--- config.mk ---
export PLATFORM = sky130hd
export DESIGN_NAME = logic_unit_pipe
export DESIGN_NICKNAME = d
export VERILOG_FILES = /design/src/rtl/logic_unit_pipe.sv
export SDC_FILE = /design/constraint.sdc
export NUM_CORES = 1
export LEC_CHECK = 0
export BUFFER_PORTS_ARGS = -buffer_cell sky130_fd_sc_hd__clkbuf_2
export CORE_UTILIZATION = 58
export CTS_CLUSTER_DIAMETER = 80
export DETAILED_ROUTE_END_ITERATION = 16
export PLACE_DENSITY = 0.86
export SYNTH_ARGS = -nofsm -noshare
export SYNTH_HDL_FRONTEND = slang
export SYNTH_SLANG_ARGS = --single-unit
--- constraint.sdc ---
create_clock -name clk -period 3.96 [get_ports clk]
set_input_delay 0.396 -clock clk [delete_from_list [all_inputs] [get_ports clk]]
set_output_delay 0.396 -clock clk [all_outputs]
set_load 0.03 [all_outputs]
--- src/rtl/logic_unit_pipe.sv ---
// Pipelined bitwise logic unit: 8 ops, running XOR accumulator, valid/ready on both sides.
// Optional zero/parity result flags are built only when LU_FLAGS_EN is defined.
`timescale 1ns/1ps
module logic_unit_pipe #(
  parameter int unsigned WIDTH = 64,
  parameter int unsigned CNT_W = 16
) (
  input  logic             clk,
  input  logic             rst_n,
  input  logic             in_valid,
  output logic             in_ready,
  input  logic [2:0]       op,
  input  logic [WIDTH-1:0] a,
  input  logic [WIDTH-1:0] b,
  input  logic             acc_clr,
  output logic             out_valid,
  input  logic             out_ready,
  output logic [WIDTH-1:0] y,
  output logic [CNT_W-1:0] ops_done
`ifdef LU_FLAGS_EN
  ,
  output logic             zero,
  output logic             parity
`endif
);

  typedef enum logic [2:0] {
    OP_AND  = 3'b000,
    OP_OR   = 3'b001,
    OP_XOR  = 3'b010,
    OP_NAND = 3'b011,
    OP_NOR  = 3'b100,
    OP_XNOR = 3'b101,
    OP_NOTA = 3'b110,
    OP_ACC  = 3'b111
  } op_e;

  logic             r_valid;
  logic [WIDTH-1:0] r_y;
  logic [WIDTH-1:0] r_acc;
  logic [CNT_W-1:0] r_ops;
  logic             w_accept;
  logic             w_is_acc;
  logic [WIDTH-1:0] w_res;
  op_e              w_op;

  assign w_op     = op_e'(op);
  assign in_ready = !r_valid || out_ready;
  assign w_accept = in_valid && in_ready;
  assign w_is_acc = (w_op == OP_ACC);

  always_comb begin
    w_res = '0;
    case (w_op)
      OP_AND:  w_res = a & b;
      OP_OR:   w_res = a | b;
      OP_XOR:  w_res = a ^ b;
      OP_NAND: w_res = ~(a & b);
      OP_NOR:  w_res = ~(a | b);
      OP_XNOR: w_res = ~(a ^ b);
      OP_NOTA: w_res = ~a;
      OP_ACC:  w_res = r_acc ^ a ^ b;
      default: w_res = '0;
    endcase
  end

  // y holds its last value after the result is consumed; only out_valid drops.
  always_ff @(posedge clk or negedge rst_n) begin
    if (!rst_n) begin
      r_valid <= 1'b0;
      r_y     <= '0;
    end else if (w_accept) begin
      r_valid <= 1'b1;
      r_y     <= w_res;
    end else if (out_ready) begin
      r_valid <= 1'b0;
    end
  end

  // Clear takes priority over an ACC update landing on the same edge.
  always_ff @(posedge clk or negedge rst_n) begin
    if (!rst_n) begin
      r_acc <= '0;
    end else if (acc_clr) begin
      r_acc <= '0;
    end else if (w_accept && w_is_acc) begin
      r_acc <= w_res;
    end
  end

  always_ff @(posedge clk or negedge rst_n) begin
    if (!rst_n) begin
      r_ops <= '0;
    end else if (r_valid && out_ready) begin
      r_ops <= r_ops + CNT_W'(1);
    end
  end

  assign out_valid = r_valid;
  assign y         = r_y;
  assign ops_done  = r_ops;

`ifdef LU_FLAGS_EN
  logic r_zero;
  logic r_parity;

  always_ff @(posedge clk or negedge rst_n) begin
    if (!rst_n) begin
      r_zero   <= 1'b0;
      r_parity <= 1'b0;
    end else if (w_accept) begin
      r_zero   <= (w_res == '0);
      r_parity <= ^w_res;
    end
  end

  assign zero   = r_zero;
  assign parity = r_parity;
`endif

endmodule
==> metrics.txt <==
outcome finished, final reports clean; max_cap viols 0; filler instances 1825; DRT iter0 DRCs 1362; synthesis warning total 0; pre-CTS setup slack 1.28 ns; # placed instances 2013; capturing point of the worst reg2reg path y[52]$_DFFE_PN0P_; dominant cell type by area after synthesis dfrtp_1; number of remaining DRC errors 0; CTS Root Cell clkbuf_16; Slew headroom 25.3%; Hold Vio Cnt, Final 0; cts bufs inserted 17; top cells by area, synth dfrtp_1 27%, ha_1 12%, xnor2_1 6.3%; number of synthesized register bits 145; P&R area growth vs syn 13.0%; Clock Path Buffers 2; async set or reset register ratio after synthesis 100%; top cell type's share of synthesized area 27.0%; nets 2012; synthesized cell area 13400 sq um; clk slew on worst S/H paths 0.07 ns; Psw 1.98 mW; die area 23700 sq um; clk_skew 0.00927 ns; Worst Setup SP out_valid$_DFFE_PN0P_; Peak Freq 0.393 GHz; Util after Layout 67.0%; Mapped Cells 1614; Clock power frac 31.6%; first-pass iteration count of the detailed router 6; register area 3630 sq um; Via density 6.39; RSZ-0062 raised after global routing no; GRT Total Usage 33.0%; CP Launch Type register; most common cell in the synthesized netlist nor2_1; Synth top cells by count 150 x nor2_1, 145 x dfrtp_1, 132 x inv_1, 129 x ha_1, 96 x xnor2_1; CTS tree yes; vias in the first global route 12935; Top FF cell, synth dfrtp_1; post-route antenna net violation count 0; post-CTS sizing 0; CP required 4.31 ns; Final Slew Violations 0; CP arrival 2.90 ns; Via Count 13077; sw frac 38.7%; VDD IR max 276 uV; die height 154 um; DP HPWL 25700 um; sequential power share 34.9%; CTS Hold Bufs 0; Clock Sinks 145; Setup crit end kind register; peak per-stage delay on the critical path 0.59 ns; multi-input logic area 8780 sq um; Logic pwr share 33.5%; Final Cycle Share 64.3%; buffers added on ports 217; Synthesized Nets 1879; Post-synth EDFFs 0; Row Count 55; Die W 154 um; GRT Residual Overflow 0; worst skew pair latency 0.43 ns; Pleak 7.06 nW; Tmin final 2.54 ns; count of cell types in the netlist 57; Core Area 22600 sq um; syn avg cell area 8.31 sq um; htree depth 4; final setup fails 0; final setup slack of the worst path 1.42 ns; final std cells w/o fill 2046; post-CTS setup buffer count 0; layout cells sized above 1 17.3%; Setup crit end y[52]$_DFFE_PN0P_; first-pass GRT wire length 63400 um; HP Class primary input to async pin; WS Path Type register to register; setup TNS 0 ns; Top Ports 218; Seq/Total Area, Yosys 27.0%; Routed WL 39000 um; Worst path slowest cell nand2_2; Power Density 338 nW/um^2; largest net degree at the start of global routing 97; reg-to-reg startpoint out_valid$_DFFE_PN0P_; Cell Chain, Critical Path nor2b_2 > buf_4 > inv_1 > nand2_2 > buf_4 > a21oi_1 > a21oi_1; starting density of the core 59.3%; Int Pwr 3.14 mW; GP Congestion 0.839; Worst Path Max Fanout 33; FF-to-FF path depth 7; Slew @ Worst Pin 1.12 ns; wire per inst 19.1 um; initial antenna violation count 1; flop2flop setup slack 1.42 ns
[area by class of cell]
type,count,share of cell area (%)
multi-input cells,1208,57.9
flip-flops and latches,145,23.9
repair buffers,241,8.71
inverters,134,3.32
clock buffers,17,2.81
well taps,285,2.35
clock inverters,15,0.966
diodes,1,0.0165
[cells by family after synthesis]
family                     count (synthesis)  synth area share (%)
and+or+nand+nor                          429                  15.5
xor gates and xnor gates                 181                  11.9
DFF                                      145                  27.0
adders and majority gates                129                  12.0
AOI/OAI and AO/OA                        433                  23.0
buffers and inverters                    261                  7.70
muxes                                     36                  2.70
[per-stage QoR]
step	hold WS (ns)	power [mW]	area [sq um]
6_report	0.0355	5.12	15200
5_1_grt	0.149	5.34	15200
4_1_cts	0.113	5.10	15200
3_5_place_dp	0.473	3.50	14600
3_3_place_gp	0.459	3.43	14600
2_1_floorplan	0.100	2.94	13400
[worst min path at each step]
stage | end | slack [ns] | depth (start not counted)
after floorplan | ops_done[0]$_DFFE_PN0P_ | 0.10 | 0
after global routing | ops_done[15]$_DFFE_PN0P_ | 0.15 | 1
after CTS | ops_done[15]$_DFFE_PN0P_ | 0.11 | 1
after global placement | ops_done[15]$_DFFE_PN0P_ | 0.46 | 1
final | ops_done[15]$_DFFE_PN0P_ | 0.04 | 1
after detailed placement | ops_done[15]$_DFFE_PN0P_ | 0.47 | 1
[cell usage in the layout, fill, tap and decap left out, types with 7 or more instances in the layout]
cell type	n
buf_4	23
o21a_1	14
a22oi_1	44
o221ai_1	36
o21ai_0	42
o211ai_1	22
dfrtp_1	145
o2111ai_1	9
nor2_1	149
o22ai_1	28
inv_6	8
nand2_1	91
a2bb2oi_1	8
o32ai_1	20
clkbuf_16	17
a31oi_1	29
ha_1	129
nand3_1	8
o31ai_1	15
nor4_1	18
nand3b_1	10
a21oi_1	93
xnor2_1	96
a221oi_1	8
mux2i_1	34
nor2b_1	35
nand2b_1	47
inv_1	132
nand4_1	20
nor3_1	25
clkbuf_2	212
xor2_1	84
o31a_1	7
a22o_1	7
a211oi_1	24
[flip-flops by register name, summed over array words and instances, names as in the netlist]
register	cells
ops_done	16
out_valid	1
y	64
r_acc	64
[worst max-delay path, delay by kind of cell (launching register included)]
kind | cells | cell delay (ns)
buffers and inverters | 3 | 0.93
AND/OR/NAND/NOR | 2 | 0.78
flip-flops | 1 | 0.48
AO/OA/AOI/OAI | 2 | 0.25
[routing by layer]
metal / up-vias / global-route usage, % / wire length [um]
li1: 5981 / - / -
met1: 6334 / 41.4 / 15800
met2: 642 / 54.9 / 18700
met3: 120 / 4.17 / 2860
met4: 0 / 19.1 / 1630
met5: - / 0 / 0
[power groups by stage]
stage | registers (mW) | logic, mW | clock network, mW
2_1_floorplan | 2.07 | 0.866 | 0
3_3_place_gp | 1.80 | 1.63 | 0
3_5_place_dp | 1.81 | 1.69 | 0
4_1_cts | 1.78 | 1.70 | 1.62
5_1_grt | 1.80 | 1.86 | 1.68
6_report | 1.79 | 1.72 | 1.62
(Power assumes the default switching activity.)
